### src/rtl/seg_scan_driver.sv
// Eight-digit multiplexed hex display driver for a common-anode seven-segment panel.
// Captures a 32-bit value on load and scans one nibble per DIV-cycle slot, with optional leading-zero blanking.
module seg_scan_driver #(
  parameter int DIV = 16
) (
  input  logic        clk,
  input  logic        rst_n,
  input  logic [31:0] data,
  input  logic        load,
  input  logic        blank_lz,
  input  logic [7:0]  dp_en,
  output logic [7:0]  seg,
  output logic [2:0]  which,
  output logic        frame
);

  localparam int PW = $clog2(DIV);
  localparam logic [PW-1:0] PMAX = PW'(DIV - 1);

  logic [31:0]   shadow;
  logic [PW-1:0] pcnt;
  logic          tick;
  logic [2:0]    next_which;
  logic [3:0]    nib;
  logic [31:0]   upper;
  logic          blank;
  logic [7:0]    glyph;
  logic [7:0]    next_seg;

  assign tick       = (pcnt == PMAX);
  assign next_which = which + 3'd1;

  always_ff @(posedge clk or negedge rst_n) begin
    if (!rst_n) begin
      shadow <= '0;
    end else if (load) begin
      shadow <= data;
    end
  end

  always_ff @(posedge clk or negedge rst_n) begin
    if (!rst_n) begin
      pcnt <= '0;
    end else if (tick) begin
      pcnt <= '0;
    end else begin
      pcnt <= pcnt + PW'(1);
    end
  end

  // The digit about to be shown is encoded from the current shadow, so a load on a tick edge lands one tick later.
  always_comb begin
    nib   = shadow[{next_which, 2'b00} +: 4];
    upper = shadow >> {next_which, 2'b00};
    blank = blank_lz && (next_which != 3'd0) && (upper == 32'd0);
    case (nib)
      4'h0: glyph = 8'hC0;
      4'h1: glyph = 8'hF9;
      4'h2: glyph = 8'hA4;
      4'h3: glyph = 8'hB0;
      4'h4: glyph = 8'h99;
      4'h5: glyph = 8'h92;
      4'h6: glyph = 8'h82;
      4'h7: glyph = 8'hF8;
      4'h8: glyph = 8'h80;
      4'h9: glyph = 8'h90;
      4'hA: glyph = 8'h88;
      4'hB: glyph = 8'h83;
      4'hC: glyph = 8'hC6;
      4'hD: glyph = 8'hA1;
      4'hE: glyph = 8'h86;
      default: glyph = 8'h8E;
    endcase
    if (blank) begin
      next_seg = 8'hFF;
    end else begin
      next_seg = {~dp_en[next_which], glyph[6:0]};
    end
  end

  always_ff @(posedge clk or negedge rst_n) begin
    if (!rst_n) begin
      which <= 3'd0;
      seg   <= 8'hC0;
      frame <= 1'b0;
    end else if (tick) begin
      which <= next_which;
      seg   <= next_seg;
      frame <= (which == 3'd7);
    end else begin
      frame <= 1'b0;
    end
  end

endmodule

### config.mk
export PLATFORM = sky130hd
export DESIGN_NAME = seg_scan_driver
export DESIGN_NICKNAME = d
export VERILOG_FILES = /design/src/rtl/seg_scan_driver.sv
export SDC_FILE = /design/constraint.sdc
export NUM_CORES = 1
export LEC_CHECK = 0
export ABC_AREA = 1
export ABC_CLOCK_PERIOD_IN_PS = 3700
export CORE_ASPECT_RATIO = 1.4
export CORE_UTILIZATION = 50
export CTS_CLUSTER_DIAMETER = 120
export CTS_CLUSTER_SIZE = 30
export DETAILED_ROUTE_END_ITERATION = 8
export DONT_BUFFER_PORTS = 1
export PLACE_DENSITY_LB_ADDON = 0.25
export SYNTH_ARGS = -nofsm -noshare
export SYNTH_HDL_FRONTEND = slang
export SYNTH_SLANG_ARGS = --single-unit
### constraint.sdc
create_clock -name clk -period 3.7 [get_ports clk]
set_clock_uncertainty 0.2 [all_clocks]
set_input_delay 0.74 -clock clk [delete_from_list [all_inputs] [get_ports clk]]
set_output_delay 0.74 -clock clk [all_outputs]
set_load 0.02 [all_outputs]
==> results.md <==
- Status: complete, no violations
- Max-slew headroom: 59.2%
- Max Fclk: 312 MHz
- Htree depth: 2
- Die Area: 0.00629 mm²
- Post-CTS Setup Bufs: 0
- Global route overflow: 0
- Startpoint types: register
- Fraction of layout cells with a size suffix above 1: 12.4%
- Slew @ Worst Pin: approximately 600 ps
- CP required: 3740 ps
- Worst vdd ir: between 0.2 and 0.25 mV
- Post-synthesis xor/xnor area fraction: 0.587%
- PortBufs: 0
- Clk buf depth: 2
- Unique cell type count in the Yosys netlist: 32
- Final ANT Viol Nets: 0
- Largest family of logic cells by synthesized area: simple AND/OR/NAND/NOR gates
- Clk pin slew, worst setup/hold paths: around 90 ps
- Syn_area_per_cell: 7.43 µm²
- # nets final: 449
- Arrival time at the worst endpoint: 3250 ps
- Ys Warns: 0
- Global placement routability congestion: 0.866
- Worst-path maximum fanout: 10
- Effective utilization at floorplan: 52.9%
- PnR worst setup slack: 490 ps
- CTS tree: done
- Maxcap violations: 0
- Initial antenna violation count: 0
- R2R Setup Slk: 490 ps
- Area grow syn2layout: 3.48%
- Root Buffer: clkbuf_8
- DR pass1 iterations: 4
- Row cnt: 32
- Clock sink count: 48
- Met1 usage: 26.9%
- Fin crit period: around 3200 ps
- Crit-path most repeated cell: nand2_1
- Final hold slack: 67.7 ps
- Seq/Total Area, Yosys: 40.3%
- Synth Flop Type: dfrtp_1
- CP Class: reg2reg
- Clock latency on the worst-skew pair: 300 ps
- All-layer global routing usage: 22.4%
- Die width: ~67 µm
- Mapped Area: 0.00299 mm²
- Leakage power: 1.57 nW
- Complex-gate fraction of the synthesized area: 9.64%
- Final Max Slew Viols: 0
- Post-synth EDFFs: 0
- RSZ-0062 raised after global routing: no
- CP Cell Sequence: ha_1 -> ha_1 -> clkinv_1 -> nand3_1 -> nand2_1 -> inv_1 -> ha_1 -> nand2_1 -> a21oi_1 -> nand2_1 -> nor2_1 -> nand2_1 -> nor2_2 -> nand2_2 -> a21boi_1
- Via count: 2465
- Total power: 1.12 mW
- Num ports: 56
- Dpl hpwl: 4710 µm
- First-pass GRT wire length: roughly 11000 µm
- Crit-path slowest cell: dfrtp_1
- Non-Filler Instances: 463
- Pwr Density: 362 mW/mm²
- Post-CTS sizing: 0
- Cts bufs inserted: 5
- Largest net degree at the start of global routing: 56
- Hold Path Class: in2async
- Gr busiest metal: met2
- Detailed Route Iter0 Violations: between 100 and 150
- Routed len/inst: around 14 µm
- Residual DRC: 0
- Synth Area in Adders: 4.19%
- Worst Reg-to-Reg Cells: 15
- Core ar.: 0.00565 mm²
- Final setup fails: 0
- # diodes: 0
- Post-Synthesis Cells: 402
- Origin of the critical flop-to-flop path: which[0]$_DFFE_PN0P_
- Worst slack at placement: 491 ps
- Post-synth ARST share: 100%
- DIE HEIGHT: 93.4 µm
- M3 GR Usage: roughly 4.3%
- Multiplexer share of the synthesized area: 3.39%
- Placed Cells: ~460
- Final Cycle Share: 86.8%
- CP peak stage delay: 510 ps
- Critical R2R Capture: seg[7]$_DFFE_PN1P_
- Simple-Gate Fraction of Synth Area: 32.6%
- Post-Route Setup TNS: 0 ps
- Number of global-route vias before repair: between 2k and 2.5k
- FF+latch count, synth: 48
- Final Hold Vio Count: 0
- Post-Syn Nets: 456
- CP endpoint kind: register
- Final wirelength: 6330 µm
- GR Layer Usage met2: 39.3%
- Vias per cell: 5.32
## state kept, by name, summed over array words and instances, names as in the netlist
register,flops
which,3
shadow,32
frame,1
pcnt,4
seg,8
## per-stage QoR
stage / instance area, µm² / util, %
after floorplan: 2990 / -
after CTS: 3090 / 54.7
after global routing: 3090 / 54.7
after global placement: 2970 / 52.6
after detailed placement: 2970 / 52.6
final: 3090 / 54.7
## logic make-up (layout without fill, tap and decap cells)
logic type                 Yosys count  count (layout)
DFF                                 48              48
adders and majority gates           10              10
buffers and inverters               59              52
muxes                                9               9
xor gates and xnor gates             2               2
and+or+nand+nor                    221             221
AOI/OAI and AO/OA                   53              53
## critical path, delay by kind of cell, from the launching register on
kind                     cells  cell delay, ps
flip-flops                   1             510
AO/OA/AOI/OAI                2             260
buffers and inverters        2             480
adder cells (fa/ha/maj)      3             900
AND/OR/NAND/NOR              8             790
## metal layers
metal / part of all wire [%] / vias up / wire length [µm]
met2: 52 / 54 / 3270
met3: 3.7 / 9 / 237
li1: - / 1254 / -
met1: 43 / 1148 / 2730
met4: 1.4 / 0 / 91
met5: 0 / - / 0
## synth_stat cells (2+ instances only)
master | n | area share, %
inv_2 | 2 | 0.25
o21ai_0 | 35 | 5.9
nand3b_1 | 2 | 0.50
mux2_2 | 9 | 3.4
buf_2 | 2 | 0.34
buf_6 | 3 | 1.1
nor2_1 | 26 | 3.3
nand3_1 | 41 | 6.9
nand2_1 | 128 | 16
xor2_1 | 2 | 0.59
dfrtp_1 | 46 | 39
nand2_2 | 7 | 1.5
a21boi_1 | 5 | 1.3
or2_2 | 9 | 1.9
o21ai_1 | 2 | 0.34
buf_4 | 4 | 1.0
clkinv_1 | 2 | 0.25
ha_1 | 10 | 4.2
clkbuf_1 | 5 | 0.63
nand3_2 | 5 | 1.7
a21oi_1 | 8 | 1.3
dfstp_2 | 2 | 1.8
buf_1 | 2 | 0.25
inv_1 | 37 | 4.7
## layout make-up
cell class	count	area, µm²
clock buffer	6	82.6
clock inverter	1	8.76
fill	565	2560
inverter	42	163
multi-input combinational	295	1500
sequential	48	1200
tap	68	85.1
timing repair buffer	3	42.5
## worst max-delay path by stage
stage / end / cells past startpoint / startpoint / slack (ps)
2_1_floorplan: seg[4]$_DFFE_PN0P_ / 16 / which[0]$_DFFE_PN0P_ / 900
3_3_place_gp: seg[7]$_DFFE_PN1P_ / 15 / which[0]$_DFFE_PN0P_ / 610
3_5_place_dp: seg[7]$_DFFE_PN1P_ / 15 / which[0]$_DFFE_PN0P_ / 490
4_1_cts: seg[7]$_DFFE_PN1P_ / 15 / which[0]$_DFFE_PN0P_ / 470
5_1_grt: seg[7]$_DFFE_PN1P_ / 15 / which[0]$_DFFE_PN0P_ / 130
6_report: seg[7]$_DFFE_PN1P_ / 15 / which[0]$_DFFE_PN0P_ / 490
## power breakdown
part           leakage, nW  switching (mW)  internal (mW)
sequential           0.578          0.0415          0.571
clock               0.0473           0.177          0.149
combinational        0.948           0.106         0.0753
## placed cells by master (no fill, tap or decap), types with 8 or more instances in the layout
| master | instances |
|---|---|
| ha_1 | 10 |
| nor2_1 | 26 |
| o21ai_0 | 35 |
| mux2_2 | 9 |
| nand2_1 | 128 |
| nand3_1 | 41 |
| dfrtp_1 | 46 |
| inv_1 | 37 |
| or2_2 | 9 |
| a21oi_1 | 8 |
## repair_timing
action                                  CTS  global route
hold buffers                              1             0
endpoints found under the setup margin    0             0
endpoints found under the hold margin    46             0
Note: power is estimated with default switching activity, not from simulation.
